[config.mk]
export PLATFORM = sky130hd
export DESIGN_NAME = cam_insert_ctrl_flat
export DESIGN_NICKNAME = d
export VERILOG_FILES = /design/src/rtl/cam_ctrl_pkg.sv /design/src/rtl/cam_insert_ctrl_if.sv /design/src/rtl/cam_free_prienc.sv /design/src/rtl/cam_insert_ctrl.sv /design/src/flat_wrapper.sv
export SDC_FILE = /design/constraint.sdc
export NUM_CORES = 1
export LEC_CHECK = 0
export ABC_AREA = 1
export CORE_ASPECT_RATIO = 2
export CORE_UTILIZATION = 49
export DETAILED_ROUTE_END_ITERATION = 6
export GPL_TIMING_DRIVEN = 0
export PLACE_DENSITY_LB_ADDON = 0.15
export SKIP_LAST_GASP = 1
export SLEW_MARGIN = 5
export SYNTH_ARGS = -nofsm -noshare
export SYNTH_HDL_FRONTEND = slang
export SYNTH_SLANG_ARGS = --single-unit
[constraint.sdc]
create_clock -name clk_i -period 2.6 [get_ports clk_i]
set_input_delay 0.52 -clock clk_i [delete_from_list [all_inputs] [get_ports clk_i]]
set_output_delay 0.52 -clock clk_i [all_outputs]
set_load 0.005 [all_outputs]
[src/rtl/cam_ctrl_pkg.sv]
// rtl/cam_ctrl_pkg.sv - shared types and constants for the CAM insert/delete controller
// Purpose: FSM state encoding, request op encoding and default geometry.
package cam_ctrl_pkg;

    localparam int CAM_ENTRIES = 32;
    localparam int CAM_IDX_W   = 5;
    localparam int CAM_DATA_W  = 32;

    localparam logic OP_INSERT = 1'b0;
    localparam logic OP_DELETE = 1'b1;

    typedef enum logic [2:0] {
        ST_IDLE,
        ST_SRCH,
        ST_WAIT,
        ST_WRITE,
        ST_RESP
    } ctrl_state_e;

endpackage

[src/rtl/cam_insert_ctrl_if.sv]
// rtl/cam_insert_ctrl_if.sv - request/response and CAM port bundle for cam_insert_ctrl
// Purpose: groups the client request/response channels and the CAM search/write ports.
// Modports:
//   master - client + CAM side: drives req_*, rsp_ready, cam_search_valid/index
//   slave  - controller side: drives req_ready, rsp_*, cam_write_*, cam_search_enable/data, full
interface cam_insert_ctrl_if
    import cam_ctrl_pkg::*;
#(
    parameter int IDX_W  = CAM_IDX_W,
    parameter int DATA_W = CAM_DATA_W
);
    logic              req_valid;
    logic              req_ready;
    logic              req_op;
    logic [DATA_W-1:0] req_data;

    logic              rsp_valid;
    logic              rsp_ready;
    logic              rsp_hit;
    logic              rsp_evict;
    logic [IDX_W-1:0]  rsp_index;

    logic              cam_write_enable;
    logic [IDX_W-1:0]  cam_write_index;
    logic [DATA_W-1:0] cam_write_data;
    logic              cam_search_enable;
    logic [DATA_W-1:0] cam_search_data;
    logic              cam_search_valid;
    logic [IDX_W-1:0]  cam_search_index;

    logic              full;

    modport master (
        output req_valid, req_op, req_data, rsp_ready, cam_search_valid, cam_search_index,
        input  req_ready, rsp_valid, rsp_hit, rsp_evict, rsp_index,
        input  cam_write_enable, cam_write_index, cam_write_data,
        input  cam_search_enable, cam_search_data, full
    );

    modport slave (
        input  req_valid, req_op, req_data, rsp_ready, cam_search_valid, cam_search_index,
        output req_ready, rsp_valid, rsp_hit, rsp_evict, rsp_index,
        output cam_write_enable, cam_write_index, cam_write_data,
        output cam_search_enable, cam_search_data, full
    );

endinterface

[src/rtl/cam_free_prienc.sv]
// rtl/cam_free_prienc.sv - lowest-clear-bit encoder over the occupancy bitmap
// Ports:
//   bitmap_i   - occupancy bitmap, 1 = entry in use
//   free_idx_o - lowest index whose bit is clear (0 when none is clear)
//   any_free_o - at least one bit is clear
module cam_free_prienc
    import cam_ctrl_pkg::*;
#(
    parameter int ENTRIES = CAM_ENTRIES,
    parameter int IDX_W   = CAM_IDX_W
) (
    input  logic [ENTRIES-1:0] bitmap_i,
    output logic [IDX_W-1:0]   free_idx_o,
    output logic               any_free_o
);

    // Scanning downward lets the lowest clear bit overwrite any higher one.
    always_comb begin
        free_idx_o = '0;
        for (int i = ENTRIES - 1; i >= 0; i--) begin
            if (!bitmap_i[i]) begin
                free_idx_o = IDX_W'(i);
            end
        end
    end

    assign any_free_o = ~&bitmap_i;

endmodule

[src/rtl/cam_insert_ctrl.sv]
// rtl/cam_insert_ctrl.sv - sequences single insert/delete requests into CAM search/write operations
// Ports:
//   clk_i, rst_i - clock, synchronous active-high reset
//   bus          - slave side of cam_insert_ctrl_if (request, response, CAM ports, full)
//   stat_*_o     - 16-bit saturating hit/miss/evict counters, only with CAM_INSERT_STATS_EN
// Occupancy is tracked in a bitmap; a CAM match is only a hit when its bitmap bit is set.
// Free slots are taken lowest-index-first; a full table evicts round-robin.
module cam_insert_ctrl
    import cam_ctrl_pkg::*;
#(
    parameter int ENTRIES = CAM_ENTRIES,
    parameter int IDX_W   = CAM_IDX_W,
    parameter int DATA_W  = CAM_DATA_W
) (
    input  logic                 clk_i,
    input  logic                 rst_i,
    cam_insert_ctrl_if.slave     bus
`ifdef CAM_INSERT_STATS_EN
    ,
    output logic [15:0]          stat_hit_o,
    output logic [15:0]          stat_miss_o,
    output logic [15:0]          stat_evict_o
`endif
);

    ctrl_state_e        state_q, state_d;
    logic               op_q, op_d;
    logic [DATA_W-1:0]  key_q, key_d;
    logic [ENTRIES-1:0] bitmap_q, bitmap_d;
    logic [IDX_W-1:0]   rr_ptr_q, rr_ptr_d;
    logic               full_q, full_d;
    logic               req_ready_q, req_ready_d;
    logic               rsp_valid_q, rsp_valid_d;
    logic               rsp_hit_q, rsp_hit_d;
    logic               rsp_evict_q, rsp_evict_d;
    logic [IDX_W-1:0]   rsp_index_q, rsp_index_d;
    logic               wr_en_q, wr_en_d;
    logic               srch_en_q, srch_en_d;

    logic [IDX_W-1:0]   free_idx;
    logic               any_free;
    logic               true_hit;

    cam_free_prienc #(
        .ENTRIES (ENTRIES),
        .IDX_W   (IDX_W)
    ) u_free_prienc (
        .bitmap_i   (bitmap_q),
        .free_idx_o (free_idx),
        .any_free_o (any_free)
    );

    // A CAM match on an unoccupied slot is stale data left behind by a delete.
    assign true_hit = bus.cam_search_valid && bitmap_q[bus.cam_search_index];

    always_comb begin
        state_d     = state_q;
        op_d        = op_q;
        key_d       = key_q;
        bitmap_d    = bitmap_q;
        rr_ptr_d    = rr_ptr_q;
        full_d      = &bitmap_q;
        req_ready_d = req_ready_q;
        rsp_valid_d = rsp_valid_q;
        rsp_hit_d   = rsp_hit_q;
        rsp_evict_d = rsp_evict_q;
        rsp_index_d = rsp_index_q;
        wr_en_d     = 1'b0;
        srch_en_d   = 1'b0;

        case (state_q)
            ST_IDLE: begin
                req_ready_d = 1'b1;
                if (bus.req_valid && req_ready_q) begin
                    op_d        = bus.req_op;
                    key_d       = bus.req_data;
                    req_ready_d = 1'b0;
                    srch_en_d   = 1'b1;
                    state_d     = ST_SRCH;
                end
            end
            ST_SRCH: begin
                state_d = ST_WAIT;
            end
            ST_WAIT: begin
                rsp_hit_d   = 1'b0;
                rsp_evict_d = 1'b0;
                rsp_index_d = '0;
                if (op_q == OP_INSERT) begin
                    if (true_hit) begin
                        rsp_hit_d   = 1'b1;
                        rsp_index_d = bus.cam_search_index;
                        rsp_valid_d = 1'b1;
                        state_d     = ST_RESP;
                    end else begin
                        wr_en_d = 1'b1;
                        state_d = ST_WRITE;
                        if (bus.cam_search_valid) begin
                            rsp_index_d = bus.cam_search_index;
                        end else if (any_free) begin
                            rsp_index_d = free_idx;
                        end else begin
                            rsp_index_d = rr_ptr_q;
                            rsp_evict_d = 1'b1;
                            rr_ptr_d    = rr_ptr_q + 1'b1;
                        end
                    end
                end else begin
                    if (true_hit) begin
                        bitmap_d[bus.cam_search_index] = 1'b0;
                        rsp_hit_d   = 1'b1;
                        rsp_index_d = bus.cam_search_index;
                    end
                    rsp_valid_d = 1'b1;
                    state_d     = ST_RESP;
                end
            end
            ST_WRITE: begin
                bitmap_d[rsp_index_q] = 1'b1;
                rsp_valid_d           = 1'b1;
                state_d               = ST_RESP;
            end
            ST_RESP: begin
                if (bus.rsp_ready) begin
                    rsp_valid_d = 1'b0;
                    req_ready_d = 1'b1;
                    state_d     = ST_IDLE;
                end
            end
            default: begin
                state_d = ST_IDLE;
            end
        endcase
    end

    always_ff @(posedge clk_i) begin
        if (rst_i) begin
            state_q     <= ST_IDLE;
            op_q        <= 1'b0;
            key_q       <= '0;
            bitmap_q    <= '0;
            rr_ptr_q    <= '0;
            full_q      <= 1'b0;
            req_ready_q <= 1'b1;
            rsp_valid_q <= 1'b0;
            rsp_hit_q   <= 1'b0;
            rsp_evict_q <= 1'b0;
            rsp_index_q <= '0;
            wr_en_q     <= 1'b0;
            srch_en_q   <= 1'b0;
        end else begin
            state_q     <= state_d;
            op_q        <= op_d;
            key_q       <= key_d;
            bitmap_q    <= bitmap_d;
            rr_ptr_q    <= rr_ptr_d;
            full_q      <= full_d;
            req_ready_q <= req_ready_d;
            rsp_valid_q <= rsp_valid_d;
            rsp_hit_q   <= rsp_hit_d;
            rsp_evict_q <= rsp_evict_d;
            rsp_index_q <= rsp_index_d;
            wr_en_q     <= wr_en_d;
            srch_en_q   <= srch_en_d;
        end
    end

    assign bus.req_ready         = req_ready_q;
    assign bus.rsp_valid         = rsp_valid_q;
    assign bus.rsp_hit           = rsp_hit_q;
    assign bus.rsp_evict         = rsp_evict_q;
    assign bus.rsp_index         = rsp_index_q;
    assign bus.cam_write_enable  = wr_en_q;
    assign bus.cam_write_index   = rsp_index_q;
    assign bus.cam_write_data    = key_q;
    assign bus.cam_search_enable = srch_en_q;
    assign bus.cam_search_data   = key_q;
    assign bus.full              = full_q;

`ifdef CAM_INSERT_STATS_EN
    logic        resp_entry;
    logic [15:0] stat_hit_q, stat_hit_d;
    logic [15:0] stat_miss_q, stat_miss_d;
    logic [15:0] stat_evict_q, stat_evict_d;

    assign resp_entry = (state_d == ST_RESP) && (state_q != ST_RESP);

    always_comb begin
        stat_hit_d   = stat_hit_q;
        stat_miss_d  = stat_miss_q;
        stat_evict_d = stat_evict_q;
        if (resp_entry) begin
            if (rsp_hit_d && stat_hit_q != 16'hFFFF) begin
                stat_hit_d = stat_hit_q + 16'd1;
            end
            if (!rsp_hit_d && stat_miss_q != 16'hFFFF) begin
                stat_miss_d = stat_miss_q + 16'd1;
            end
            if (rsp_evict_d && stat_evict_q != 16'hFFFF) begin
                stat_evict_d = stat_evict_q + 16'd1;
            end
        end
    end

    always_ff @(posedge clk_i) begin
        if (rst_i) begin
            stat_hit_q   <= '0;
            stat_miss_q  <= '0;
            stat_evict_q <= '0;
        end else begin
            stat_hit_q   <= stat_hit_d;
            stat_miss_q  <= stat_miss_d;
            stat_evict_q <= stat_evict_d;
        end
    end

    assign stat_hit_o   = stat_hit_q;
    assign stat_miss_o  = stat_miss_q;
    assign stat_evict_o = stat_evict_q;
`endif

endmodule

[src/flat_wrapper.sv]
// flat-port wrapper written by rule: the top's interface ports become plain ports
module cam_insert_ctrl_flat import cam_ctrl_pkg::*;
#(
    parameter int ENTRIES = CAM_ENTRIES,
    parameter int IDX_W   = CAM_IDX_W,
    parameter int DATA_W  = CAM_DATA_W
)
  (clk_i, rst_i, bus_req_valid, bus_req_op, bus_req_data, bus_rsp_ready, bus_cam_search_valid, bus_cam_search_index, bus_req_ready, bus_rsp_valid, bus_rsp_hit, bus_rsp_evict, bus_rsp_index, bus_cam_write_enable, bus_cam_write_index, bus_cam_write_data, bus_cam_search_enable, bus_cam_search_data, bus_full);
  cam_insert_ctrl_if #(.IDX_W(IDX_W), .DATA_W(DATA_W)) bus_i ();
  input  logic clk_i;
  input  logic rst_i;
  input wire logic [$bits(bus_i.req_valid)-1:0] bus_req_valid;
  input wire logic [$bits(bus_i.req_op)-1:0] bus_req_op;
  input wire logic [$bits(bus_i.req_data)-1:0] bus_req_data;
  input wire logic [$bits(bus_i.rsp_ready)-1:0] bus_rsp_ready;
  input wire logic [$bits(bus_i.cam_search_valid)-1:0] bus_cam_search_valid;
  input wire logic [$bits(bus_i.cam_search_index)-1:0] bus_cam_search_index;
  output wire logic [$bits(bus_i.req_ready)-1:0] bus_req_ready;
  output wire logic [$bits(bus_i.rsp_valid)-1:0] bus_rsp_valid;
  output wire logic [$bits(bus_i.rsp_hit)-1:0] bus_rsp_hit;
  output wire logic [$bits(bus_i.rsp_evict)-1:0] bus_rsp_evict;
  output wire logic [$bits(bus_i.rsp_index)-1:0] bus_rsp_index;
  output wire logic [$bits(bus_i.cam_write_enable)-1:0] bus_cam_write_enable;
  output wire logic [$bits(bus_i.cam_write_index)-1:0] bus_cam_write_index;
  output wire logic [$bits(bus_i.cam_write_data)-1:0] bus_cam_write_data;
  output wire logic [$bits(bus_i.cam_search_enable)-1:0] bus_cam_search_enable;
  output wire logic [$bits(bus_i.cam_search_data)-1:0] bus_cam_search_data;
  output wire logic [$bits(bus_i.full)-1:0] bus_full;
  assign bus_i.req_valid = bus_req_valid;
  assign bus_i.req_op = bus_req_op;
  assign bus_i.req_data = bus_req_data;
  assign bus_i.rsp_ready = bus_rsp_ready;
  assign bus_i.cam_search_valid = bus_cam_search_valid;
  assign bus_i.cam_search_index = bus_cam_search_index;
  assign bus_req_ready = bus_i.req_ready;
  assign bus_rsp_valid = bus_i.rsp_valid;
  assign bus_rsp_hit = bus_i.rsp_hit;
  assign bus_rsp_evict = bus_i.rsp_evict;
  assign bus_rsp_index = bus_i.rsp_index;
  assign bus_cam_write_enable = bus_i.cam_write_enable;
  assign bus_cam_write_index = bus_i.cam_write_index;
  assign bus_cam_write_data = bus_i.cam_write_data;
  assign bus_cam_search_enable = bus_i.cam_search_enable;
  assign bus_cam_search_data = bus_i.cam_search_data;
  assign bus_full = bus_i.full;
  cam_insert_ctrl #(.ENTRIES(ENTRIES), .IDX_W(IDX_W), .DATA_W(DATA_W)) u_core (.clk_i(clk_i), .rst_i(rst_i), .bus(bus_i));
endmodule
==> impl_metrics.sql <==
INSERT INTO impl_metrics (metric_group, metric, value, unit) VALUES
('synth', 'post_synth_fa_ha_maj_area_fraction', '0.276', '%'),
('place', 'hpwlAfterDp', '12.3', 'mm'),
('power_and_ir_drop', 'power.share.combinational', '41.8', '%'),
('synth', 'post-synth-top-area-fraction', '37.5', '%'),
('cts', 'cts-buffers-inserted', '9', ''),
('worst_setup_path', 'setup.worst_path.end_class', 'register', ''),
('synth', 'synth_top_family_by_area', 'simple AND/OR/NAND/NOR gates', ''),
('place', 'place_area', '5880', 'sq um'),
('worst_setup_path', 'critical_path.max_fanout', '10', ''),
('worst_setup_path', 'cp-start-kind', 'input pin', ''),
('place', 'finalWeightedCongestion', '1.04', ''),
('sta', 'grt_setup_unrepaired', 'true', ''),
('synth', 'syn-mean-instance-area', '7.21', 'sq um'),
('synth', 'proportion_of_synthesized_flip_flops_having_asynchronous_set_or_reset', '0', '%'),
('synth', 'post_synth_xor_area_fraction', '0', '%'),
('cts', 'htree_levels', '3', ''),
('place', 'place_worst_setup_slack', '-1.06', 'ns'),
('sta', 'highest_clock_frequency_the_design_can_meet', '0.387', 'GHz'),
('cts', 'cts_root_buf', 'sky130_fd_sc_hd__clkbuf_16', ''),
('route', 'drt-pass1-iter-count', '5', ''),
('cells_and_area', 'final_net_count', '827', ''),
('cells_and_area', 'final_layout_size_suffix_gt1_share', '18.9', '%'),
('grt', 'grt_antenna_before_repair', '0', ''),
('power_and_ir_drop', 'cellInternalPower', '3410', 'uW'),
('floorplanning', 'core_area', '9010', 'sq um'),
('synth', 'yosys_register_bits', '85', ''),
('sta', 'final.hold.worst_slack', '0.451', 'ns'),
('synth', 'yosys-top-cells-area', 'sky130_fd_sc_hd__dfxtp_1 (37%), sky130_fd_sc_hd__nand2_1 (9.8%), sky130_fd_sc_hd__a21oi_1 (6.5%)', ''),
('power_and_ir_drop', 'switchingPower', '1850', 'uW'),
('cts', 'clk_latency', '0.34', 'ns'),
('power_and_ir_drop', 'power_per_cell_area', '793', 'nW/um^2'),
('power_and_ir_drop', 'power_frac_seq', '32.3', '%'),
('sta', 'setup_viol_count_final', '0', ''),
('cells_and_area', 'diodes', '0', ''),
('sta', 'report.final.hold_viol_count', '0', ''),
('route', 'drtAntennaViolNets', '0', ''),
('synth', 'syn_area', '4540', 'sq um'),
('sta', 'max-slew-margin-rel', '49.7', '%'),
('grt', 'largest_net_degree_at_the_start_of_global_routing', '15', ''),
('route', 'drc_errors', '0', ''),
('cts', 'ctsHoldBuffers', '0', ''),
('synth', 'post_synthesis_sequential_area_ratio', '37.5', '%'),
('synth', 'postSynthCellCount', '630', ''),
('route', 'route.detailed.vias_per_inst', '5.88', ''),
('synth', 'yosys.cell_types.count', '40', ''),
('cells_and_area', 'final_cell_area', '6640', 'sq um'),
('synth', 'most_used_flip_flop_cell_after_synthesis', 'sky130_fd_sc_hd__dfxtp_1', ''),
('cts', 'clock_tree_from_tritoncts', 'built', ''),
('synth', 'yosys_warnings', '0', ''),
('route', 'route.detailed.wl_per_inst', '18.6', 'um'),
('sta', 'min_period_over_period', '99.3', '%'),
('synth', 'yosys.area.top_type', 'sky130_fd_sc_hd__dfxtp_1', ''),
('hold_path', 'hold_path.class', 'reg2reg', ''),
('floorplanning', 'die_width', '70.1', 'um'),
('synth', 'synth_mux_area_share', '0', '%'),
('synth', 'ys_top_cells_by_count', 'sky130_fd_sc_hd__nand2_1 (119), sky130_fd_sc_hd__dfxtp_1 (85), sky130_fd_sc_hd__a21oi_1 (59)', ''),
('route', 'detail_route.wirelength', '16.5', 'mm'),
('sta', 'fin_skew', '0.00867', 'ns'),
('run_status', 'outcome', 'complete, no violations', ''),
('synth', 'synth_fp_nets', '674', ''),
('cells_and_area', 'final_core_utilization', '73.6', '%'),
('floorplanning', 'die_area', '9680', 'sq um'),
('grt', 'grt_pass1_wl', '25.0', 'mm'),
('place', 'total_of_buffers_placed_on_input_and_output_ports', '121', ''),
('sta', 'slew_viol_final', '0', ''),
('sta', 'worst_max_slew_pin_slew', '0.754', 'ns'),
('floorplanning', 'site_row_count', '49', ''),
('synth', 'synth_edf_count', '0', ''),
('grt', 'grt.overflow.total', '0', ''),
('worst_setup_path', 'critical_path_class', 'in2reg', ''),
('floorplanning', 'floorplan.die.height', '138', 'um');
per-stage QoR:
step	cells	total power (uW)
3_5_place_dp	853	3720
5_1_grt	890	5510
3_3_place_gp	853	3680
2_1_floorplan	630	2740
6_report	890	5260
4_1_cts	873	5140
cell usage in the layout, fill, tap and decap left out, drive strengths merged, types with 5 or more instances in the layout:
master         count
nand4             11
a221oi            13
clkdlybuf4s50    117
nand2            121
a31oi              5
clkbuf            38
nor3              39
o21ai             30
nor4              14
o22ai              7
nand3             47
a21oi             59
inv               56
clkinv             5
nor2              50
o221a              8
buf               63
dfxtp             85
state kept, by name (all words and copies together), names as in the netlist, 3 cells and up:
signal and cells:
u_core.bitmap_q 32, u_core.bus.cam_write_index 5, u_core.rr_ptr_q 5, u_core.bus.cam_search_data 32
u_core.state_q 3
worst max-delay path, stage by stage:
cell and delay [ns]:
sky130_fd_sc_hd__buf_8 0.13, sky130_fd_sc_hd__inv_2 0.06, sky130_fd_sc_hd__nor2_4 0.07, sky130_fd_sc_hd__inv_4 0.07
sky130_fd_sc_hd__buf_8 0.12, sky130_fd_sc_hd__o22ai_1 0.08, sky130_fd_sc_hd__o21ai_2 0.24, sky130_fd_sc_hd__o21ai_1 0.12
sky130_fd_sc_hd__nor3_2 0.23, sky130_fd_sc_hd__o221ai_2 0.16, sky130_fd_sc_hd__nand2_2 0.12, sky130_fd_sc_hd__inv_2 0.06
sky130_fd_sc_hd__nor2_4 0.15, sky130_fd_sc_hd__nor2_4 0.07, sky130_fd_sc_hd__nand2_4 0.16, sky130_fd_sc_hd__inv_6 0.07
sky130_fd_sc_hd__buf_12 0.15, sky130_fd_sc_hd__a221oi_4 0.24
layout make-up:
cell class	count	area, sq um
Buffer	65	453
Clock buffer	12	267
Clock inverter	4	55.1
Fill cell	723	2370
Inverter	59	241
Multi-Input combinational cell	421	2370
Sequential cell	85	1700
Tap cell	102	128
Timing Repair Buffer	142	1420
logic make-up (layout without fill, tap and decap cells):
group	Yosys count	after routing
AO/OA/AOI/OAI	136	136
adder cells (fa/ha/maj)	1	1
buffers and inverters	124	282
flip-flops	85	85
AND/OR/NAND/NOR	284	284
repair_timing:
item | CTS | global route
gates resized for setup | 41 | 37
hold endpoints to repair | 0 | 0
setup buffers | 4 | 15
endpoints found under the setup margin | 43 | 34
pin swaps | 5 | 9
cloned | 0 | 2
power groups by stage:
stage / logic, uW / clock network [uW] / registers (uW)
floorplan: 1060 / 0 / 1680
global placement: 1970 / 0 / 1710
detailed placement: 2000 / 0 / 1720
CTS: 2070 / 1370 / 1690
global route: 2360 / 1420 / 1720
finish: 2200 / 1360 / 1700
worst paths after layout:
path / start / slack [ns] / end / cells past startpoint
worst min register to register: u_core.rr_ptr_q[4] / 0.45 / u_core.rr_ptr_q[4] / 1
worst max register to register: u_core.state_q[1] / 0.09 / u_core.rr_ptr_q[4] / 12
worst max-delay path: bus_cam_search_index[1] / 0.02 / u_core.bitmap_q[25] / 18
worst min-delay path: u_core.rr_ptr_q[4] / 0.45 / u_core.rr_ptr_q[4] / 1
metal layers:
metal,share of wire (%),GRT usage (%)
met3,6.8,5.39
met5,0,0
met1,32,30.1
met2,53,60.5
met4,8.0,28.3
Note: power is estimated with default switching activity, not from simulation.
